==> src/rtl/pipeline_ctrl_pkg.sv <==
// Shared types and constants for the pipeline stall/flush controller.
package pipeline_ctrl_pkg;

  localparam int unsigned REG_W = 5;

  localparam logic [REG_W-1:0] REG_ZERO = 5'd0;

  typedef enum logic {
    RUN  = 1'b0,
    WAIT = 1'b1
  } ctrlState_t;

endpackage

==> src/rtl/hazard_detect.sv <==
// Load-use hazard compare between the load in EX and the instruction in ID.
module hazard_detect
  import pipeline_ctrl_pkg::*;
(
  input  logic             EX_MemRead,
  input  logic [REG_W-1:0] EX_Rd,
  input  logic [REG_W-1:0] ID_Rs,
  input  logic [REG_W-1:0] ID_Rt,
  input  logic             ID_UsesRt,
  output logic             LoadUse
);

  logic rsMatch;
  logic rtMatch;

  assign rsMatch = (EX_Rd == ID_Rs);
  assign rtMatch = ID_UsesRt && (EX_Rd == ID_Rt);

  // A load into the hard-wired zero register never creates a dependency.
  assign LoadUse = EX_MemRead && (EX_Rd != REG_ZERO) && (rsMatch || rtMatch);

endmodule

==> src/rtl/pipeline_stall_controller.sv <==
// Stall/flush scheduler for the five-stage pipeline: memory-wait freeze,
// branch flush and load-use stall, plus saturating performance counters.
module pipeline_stall_controller
  import pipeline_ctrl_pkg::*;
#(
  parameter int unsigned MAX_WAIT = 16,
  parameter int unsigned CNT_W    = 16
) (
  input  logic             Clk,
  input  logic             Reset,
  input  logic [REG_W-1:0] ID_Rs,
  input  logic [REG_W-1:0] ID_Rt,
  input  logic             ID_UsesRt,
  input  logic             EX_MemRead,
  input  logic [REG_W-1:0] EX_Rd,
  input  logic             EX_BranchTaken,
  input  logic             MEM_MemOp,
  input  logic             DMemReady,
  output logic             DMemReq,
  output logic             PCWrite,
  output logic             IFID_Write,
  output logic             IFID_Flush,
  output logic             IDEX_Write,
  output logic             IDEX_Flush,
  output logic             EXMEM_Write,
  output logic             MEMWB_Bubble,
  output logic             MemTimeout,
  output logic [CNT_W-1:0] StallCycles,
  output logic [CNT_W-1:0] FlushCount
);

  localparam int unsigned WAIT_W = $clog2(MAX_WAIT + 1);
  localparam logic [WAIT_W-1:0] WAIT_MAX = WAIT_W'(MAX_WAIT);
  localparam logic [CNT_W-1:0]  CNT_MAX  = '1;

  ctrlState_t        state;
  logic [WAIT_W-1:0] waitCnt;
  logic              loadUse;
  logic              freeze;
  logic              branchEv;
  logic              loadUseEv;

  hazard_detect uHazard (
    .EX_MemRead (EX_MemRead),
    .EX_Rd      (EX_Rd),
    .ID_Rs      (ID_Rs),
    .ID_Rt      (ID_Rt),
    .ID_UsesRt  (ID_UsesRt),
    .LoadUse    (loadUse)
  );

  // Event resolution with priority freeze > branch > load-use.
  always_comb begin
    freeze    = 1'b0;
    branchEv  = 1'b0;
    loadUseEv = 1'b0;
    if (Reset) begin
      if (state == RUN) begin
        freeze = MEM_MemOp && !DMemReady;
      end else begin
        freeze = !DMemReady;
      end
      branchEv  = !freeze && EX_BranchTaken;
      loadUseEv = !freeze && !EX_BranchTaken && loadUse;
    end
  end

  // Pipeline-register controls; the reset values double as the freeze values.
  always_comb begin
    DMemReq      = 1'b0;
    PCWrite      = 1'b0;
    IFID_Write   = 1'b0;
    IFID_Flush   = 1'b0;
    IDEX_Write   = 1'b0;
    IDEX_Flush   = 1'b0;
    EXMEM_Write  = 1'b0;
    MEMWB_Bubble = 1'b1;
    if (Reset) begin
      DMemReq = (state == WAIT) || MEM_MemOp;
      if (!freeze) begin
        PCWrite      = 1'b1;
        IFID_Write   = 1'b1;
        IDEX_Write   = 1'b1;
        EXMEM_Write  = 1'b1;
        MEMWB_Bubble = 1'b0;
        if (branchEv) begin
          IFID_Flush = 1'b1;
          IDEX_Flush = 1'b1;
        end else if (loadUseEv) begin
          PCWrite    = 1'b0;
          IFID_Write = 1'b0;
          IDEX_Flush = 1'b1;
        end
      end
    end
  end

  // FSM, wait counter, sticky timeout and performance counters.
  always_ff @(posedge Clk) begin
    if (!Reset) begin
      state       <= RUN;
      waitCnt     <= '0;
      MemTimeout  <= 1'b0;
      StallCycles <= '0;
      FlushCount  <= '0;
    end else begin
      if (state == RUN) begin
        if (MEM_MemOp && !DMemReady) begin
          state   <= WAIT;
          waitCnt <= '0;
        end
      end else begin
        if (DMemReady) begin
          state <= RUN;
        end
        if (waitCnt != WAIT_MAX) begin
          waitCnt <= waitCnt + WAIT_W'(1);
        end
        // The increment that lands on MAX_WAIT raises the sticky flag.
        if (waitCnt >= WAIT_MAX - WAIT_W'(1)) begin
          MemTimeout <= 1'b1;
        end
      end

      if ((freeze || loadUseEv) && (StallCycles != CNT_MAX)) begin
        StallCycles <= StallCycles + CNT_W'(1);
      end
      if (branchEv && (FlushCount != CNT_MAX)) begin
        FlushCount <= FlushCount + CNT_W'(1);
      end
    end
  end

endmodule

==> config.mk <==
export PLATFORM = sky130hd
export DESIGN_NAME = pipeline_stall_controller
export DESIGN_NICKNAME = d
export VERILOG_FILES = /design/src/rtl/pipeline_ctrl_pkg.sv /design/src/rtl/hazard_detect.sv /design/src/rtl/pipeline_stall_controller.sv
export SDC_FILE = /design/constraint.sdc
export NUM_CORES = 1
export LEC_CHECK = 0
export ABC_AREA = 1
export CAP_MARGIN = 20
export CORE_ASPECT_RATIO = 1.1
export CORE_MARGIN = 4
export CORE_UTILIZATION = 32
export DETAILED_ROUTE_END_ITERATION = 8
export SLEW_MARGIN = 10
export SYNTH_ARGS = -nofsm -noshare
export SYNTH_HDL_FRONTEND = slang
export SYNTH_HIERARCHICAL = 1
export SYNTH_SLANG_ARGS = --single-unit
==> constraint.sdc <==
create_clock -name Clk -period 4.6 [get_ports Clk]
set_clock_uncertainty 0.15 [all_clocks]
set_input_delay 0.69 -clock Clk [delete_from_list [all_inputs] [get_ports Clk]]
set_output_delay 0.69 -clock Clk [all_outputs]
set_load 0.005 [all_outputs]
==> metrics.md, run 1 <==
| Metric | Value |
|---|---|
| Cell Rows | `34` |
| Worst-skew pair later-pin latency | `290 ps` |
| Mapped Cells | `420` |
| Flop2flop setup slack | `2690 ps` |
| Cts hold-fix bufs | `0` |
| Buf/Inv on CP | `3` |
| Post-Layout Inst Area | `3430 µm²` |
| Number of setup violations in the final report | `0` |
| Synth cell types | `31` |
| Utilization after layout | `43.1%` |
| DR pass1 iterations | `5` |
| Vias per cell | `4.49` |
| Total congestion overflow | `0` |
| Routability cong. | `0.859` |
| # port buffers | `62` |
| Avg Cell Area, Syn | `6.25 µm²` |
| Pins Over Slew Limit | `0` |
| Post-synthesis sequential area ratio | `29.7%` |
| Final net count | `507` |
| DP HPWL | `5.07 mm` |
| Cell Area, Placed | `3310 µm²` |
| Die area | `9720 µm²` |
| Chip width | `94.4 µm` |
| Largest net degree at the start of global routing | `30` |
| Status | `finished clean` |
| Slowest CP cell | `clkdlybuf4s50_1` |
| Most frequent cells in the layout | `nand2_1, clkdlybuf4s50_1, nor2_1` |
| CTS Sinks | `39` |
| VDD IR-drop max | `113 µV` |
| # diodes | `0` |
| GR Layer Usage met3 | `3.36%` |
| CTS buffer count | `5` |
| Post-DRT Antenna Nets | `0` |
| Vias | `2647` |
| First-pass GRT wire length | `11.6 mm` |
| Worst-margin pin slew | `557 ps` |
| TNS Setup | `0 ps` |
| DR WL/cell | `11.4 µm` |
| Met2 Resource Use GR | `26.9%` |
| Critical path arrival | `2620 ps` |
| Critical path type | `in2out` |
| Total GRT Usage | `14.6%` |
| Most common cell after layout, fill and taps aside | `nand2_1` |
| Core Area | `7960 µm²` |
| Layout cells sized above 1 | `7.90%` |
| CP Cell Sequence | `clkdlybuf4s50_1, inv_1, nand2_1, nand2_1, nor2_1, nand3_1, a21oi_1, nand2_1, a21oi_4, nor2_1, clkdlybuf4s50_1` |
| Max stage delay on crit path | `510 ps` |
| Period utilization | `75.3%` |
| TritonCTS clock tree | `built` |
| CTS root buffer | `clkbuf_8` |
| Initial antenna violation count | `0` |
| Layout area overhead | `30.6%` |
| Starting Density | `33.0%` |
| Smallest setup slack after layout | `1140 ps` |
| Post-CTS Setup Repair Bufs | `0` |
| Slew HR | `62.8%` |
| Worst Path Max Fanout | `5` |
| Most frequent CP cell | `nand2_1` |
| Vias in the first global route | `2630` |
| Iter 0 DRT Violations | `109` |
| Synth Register Bits | `39` |
| Met1 usage | `16.9%` |
| LEAKAGE | `1.33 nW` |
| MaxCap Viol Count | `0` |
| Fillers | `882` |
| DP Cell Count | `581` |
| Drt total wl | `6.71 mm` |
| CP Data Required Time | `3760 ps` |
| Synth Net Count | `447` |
| Most Used Layer, Global Route | `met2` |
| Worst-case clock buffer depth | `2` |
| Crit-path leading delay family | `buffers and inverters` |
| Clock slew at the register clock pins of the worst setup and hold paths | `70 ps` |
| Num ports | `63` |
| Final hold viol count | `0` |
| WHS | `325 ps` |
| CTS resizes | `0` |
| Crit path time final | `3460 ps` |
| DRC viols | `0` |
| Power per cell area | `213 nW/µm²` |
| RSZ-0062 raised after global routing | `false` |
| Startpoint class of the critical path | `primary input` |
| Die height | `103 µm` |
| Warning count from the yosys run | `6` |
| H-Tree Depth | `2` |
| Crit. End Element | `output port` |
| Pre-CTS setup slack | `1130 ps` |
| Total power | `0.731 mW` |
| HP Class | `reg2reg` |
| Finished Layout Cells | `589` |
| Fmax achieved | `289 MHz` |
| Synthesized cell area | `2630 µm²` |
[worst paths after layout]
check / start / end / cells past startpoint
setup / recovery: EX_Rd[3] / IFID_Write / 11
hold / removal: MemTimeout / MemTimeout / 2
setup reg to reg: StallCycles[1] / StallCycles[8] / 8
hold reg to reg: MemTimeout / MemTimeout / 2
[worst reg2reg max path, cell delays in order, from the launching register on]
cell     delay [ps]
dfxtp_1         390
ha_1            260
nand3_1         180
nor2_2          240
nand2_2         110
nand2_4         180
inv_4           120
nand2_1         100
a21oi_1          60
[Yosys cell counts]
library cell | number | area share, %
nor2_2 | 2 | 0.48
nand3b_1 | 1 | 0.29
o21ai_0 | 6 | 1.1
buf_1 | 1 | 0.14
a21oi_2 | 10 | 3.3
nand2_1 | 144 | 21
buf_8 | 1 | 0.57
a21oi_4 | 1 | 0.62
inv_4 | 2 | 0.48
inv_1 | 51 | 7.3
nand2_2 | 5 | 1.2
and3b_1 | 1 | 0.33
ha_1 | 5 | 2.4
nand3_4 | 1 | 0.67
nand4_1 | 10 | 2.4
nand3_1 | 23 | 4.4
nor3_1 | 2 | 0.38
nor2_4 | 2 | 0.86
nor2_1 | 60 | 8.6
a21oi_1 | 23 | 4.4
clkbuf_1 | 3 | 0.43
dfxtp_1 | 39 | 30
o22ai_1 | 1 | 0.24
nor2_8 | 1 | 0.76
xor2_1 | 11 | 3.7
buf_6 | 3 | 1.3
buf_4 | 2 | 0.57
inv_2 | 3 | 0.43
xnor2_1 | 4 | 1.3
nand2_4 | 1 | 0.43
o21ai_4 | 1 | 0.62
[power breakdown]
group          switching, mW  internal [mW]  total, mW  leakage [nW]
logic                 0.0466         0.0422     0.0888         0.955
registers            0.00449          0.341      0.345         0.315
clock network          0.121          0.176      0.297        0.0612
[cells by family after synthesis]
| family | count (synthesis) | synth area share, % |
|---|---|---|
| compound gates | 42 | 10.3 |
| xor+xnor | 15 | 5.00 |
| fa+ha+maj | 5 | 2.38 |
| buf+inv | 66 | 11.2 |
| flops | 39 | 29.7 |
| simple gates | 253 | 41.3 |
[sequential cells by signal, indices dropped and copies added (netlist names)]
| signal | flops |
|---|---|
| MemTimeout | 1 |
| FlushCount | 16 |
| waitCnt | 5 |
| StallCycles | 16 |
| state | 1 |
[routing by layer]
layer	vias to the layer above	share of wire [%]
li1	1416	-
met1	1167	45
met2	54	50
met3	10	3.4
met4	0	1.6
met5	-	0
[cell type report]
type / count / area (µm²) / share of cell area, %
clock buffer: 6 / 82.6 / 2.41
clock inverter: 2 / 35.0 / 1.02
inverter: 56 / 215 / 6.28
multi-input combinational: 315 / 1550 / 45.2
sequential: 39 / 781 / 22.8
tap: 108 / 135 / 3.94
timing repair buffer: 63 / 628 / 18.3
No activity file was read; power rests on OpenSTA's default activity.
==> run 2, diff against run 1 <==
==> constraint.sdc (replaced) <==
create_clock -name Clk -period 3 [get_ports Clk]
set_clock_uncertainty 0.15 [all_clocks]
set_input_delay 0.45 -clock Clk [delete_from_list [all_inputs] [get_ports Clk]]
set_output_delay 0.45 -clock Clk [all_outputs]
set_load 0.005 [all_outputs]
==> metrics.md, run 2 (synthesis results as in run 1) <==
| Metric | Value |
|---|---|
| Routability cong. | `0.829 (-3.6%)` |
| RSZ-0062 raised after global routing | `false` |
| Final net count | `509 (+0.39%)` |
| CTS buffer count | `5 (unchanged)` |
| Fmax achieved | `349 MHz` |
| Slew HR | `73.8% (+11 points)` |
| DP HPWL | `4.92 mm (-2.9%)` |
| MaxCap Viol Count | `0 (unchanged)` |
| Iter 0 DRT Violations | `63 (-42%)` |
| # port buffers | `62 (unchanged)` |
| # diodes | `0 (unchanged)` |
| Cell Area, Placed | `3320 µm² (+0.45%)` |
| Most frequent cells in the layout | `nand2_1, clkdlybuf4s50_1, nor2_1` |
| Power per cell area | `311 nW/µm² (+46%)` |
| Most common cell after layout, fill and taps aside | `nand2_1` |
| Post-CTS Setup Repair Bufs | `0 (unchanged)` |
| Cell Rows | `34 (unchanged)` |
| HP Class | `reg2reg` |
| Layout cells sized above 1 | `8.28% (+0.38 points)` |
| TritonCTS clock tree | `built` |
| Total GRT Usage | `13.8% (-0.87 points)` |
| Critical path type | `in2out` |
| Worst-margin pin slew | `393 ps (-164 ps)` |
| Starting Density | `33.0% (unchanged)` |
| Period utilization | `95.5%` |
| Cts hold-fix bufs | `0 (unchanged)` |
| H-Tree Depth | `2 (unchanged)` |
| VDD IR-drop max | `124 µV (+9.7%)` |
| Die height | `103 µm (unchanged)` |
| Pins Over Slew Limit | `0 (unchanged)` |
| TNS Setup | `0 ps (unchanged)` |
| Post-DRT Antenna Nets | `0 (unchanged)` |
| Startpoint class of the critical path | `primary input` |
| CTS Sinks | `39 (unchanged)` |
| CTS resizes | `0 (unchanged)` |
| Crit. End Element | `output port` |
| Clock slew at the register clock pins of the worst setup and hold paths | `70 ps (about the same)` |
| Utilization after layout | `43.1% (about the same)` |
| Drt total wl | `6.49 mm (-3.3%)` |
| Worst-case clock buffer depth | `2 (unchanged)` |
| LEAKAGE | `1.33 nW (about the same)` |
| Final hold viol count | `0 (unchanged)` |
| Total congestion overflow | `0 (unchanged)` |
| CTS root buffer | `clkbuf_8` |
| Crit path time final | `2870 ps` |
| Fillers | `854 (-3.2%)` |
| Vias in the first global route | `2448 (-6.9%)` |
| Die area | `9720 µm² (unchanged)` |
| Core Area | `7960 µm² (unchanged)` |
| Vias per cell | `4.51 (+0.30%)` |
| Worst-skew pair later-pin latency | `290 ps (about the same)` |
| DRC viols | `0 (unchanged)` |
| DR pass1 iterations | `4 (-1)` |
| Critical path arrival | `2270 ps (-350 ps)` |
| Worst Path Max Fanout | `4 (-1)` |
| DR WL/cell | `11.0 µm (-3.6%)` |
| Biggest regs | `FlushCount (16), StallCycles (16), waitCnt (5)` |
| Vias | `2664 (+0.64%)` |
| Initial antenna violation count | `0 (unchanged)` |
| Largest net degree at the start of global routing | `30 (unchanged)` |
| Num ports | `63 (unchanged)` |
| Layout area overhead | `30.6% (about the same)` |
| CP Data Required Time | `2400 ps (-1360 ps)` |
| Post-Layout Inst Area | `3430 µm² (about the same)` |
| First-pass GRT wire length | `11.0 mm (-5.7%)` |
| Status | `finished clean` |
| Chip width | `94.4 µm (unchanged)` |
| Number of setup violations in the final report | `0 (unchanged)` |
[run 2: changes by cell type in the layout (fill, tap and decap cells not counted), sizes merged]
cell | before | now
clkinv | 1 | 0
clkbuf | 6 | 7
buf | 1 | 3
clkinvlp | 0 | 1
bufinv | 1 | 0
[run 2: power breakdown]
part           internal (mW)  switching (mW)  total [mW]  leakage, nW
clock network          0.209           0.191       0.400       0.0505
registers              0.522         0.00692       0.529        0.315
logic                 0.0662          0.0702       0.136        0.965
total                  0.798           0.268        1.07         1.33
[run 2: routing by layer]
layer | track usage [%] | routed length (µm) | up-vias
met5 | 0 | 0 | -
met4 | 4.00 | 89 | 0
met3 | 2.77 | 254 | 8
met2 | 24.5 | 3170 | 48
met1 | 16.8 | 2970 | 1179
li1 | - | - | 1429
[run 2: layout make-up]
type,instances,area (µm²),area share (%)
multi-input combinational,315,1550,45.2
sequential,39,781,22.8
timing repair buffer,65,643,18.8
inverter,56,215,6.28
tap,108,135,3.94
clock buffer,7,96.3,2.81
clock inverter,1,7.51,0.219
[run 2: critical path, stage by stage]
cell	delay, ps
clkdlybuf4s50_1	530
inv_2	50
nand2_1	50
nand2_1	50
nor2_1	130
nand3_1	80
a21oi_1	120
nand2_1	120
a21oi_4	170
nor2_1	60
clkdlybuf4s50_1	450
[run 2: worst paths after layout]
kind                  startpoint  slack [ps]  cells past startpoint              end
setup reg to reg  StallCycles[1]        1160                      8  StallCycles[15]
hold reg to reg       MemTimeout         340                      2       MemTimeout
setup / recovery        EX_Rd[1]         130                     11          PCWrite
hold / removal        MemTimeout         340                      2       MemTimeout
[run 2: through the flow]
step	total power, mW	hold slack [ps]	std cells	setup slack (ps)
floorplan	0.615	309	420	980
global placement	0.679	302	583	152
detailed placement	0.680	324	583	140
CTS	1.09	342	591	131
global route	1.12	356	591	10.5
finish	1.07	335	591	134
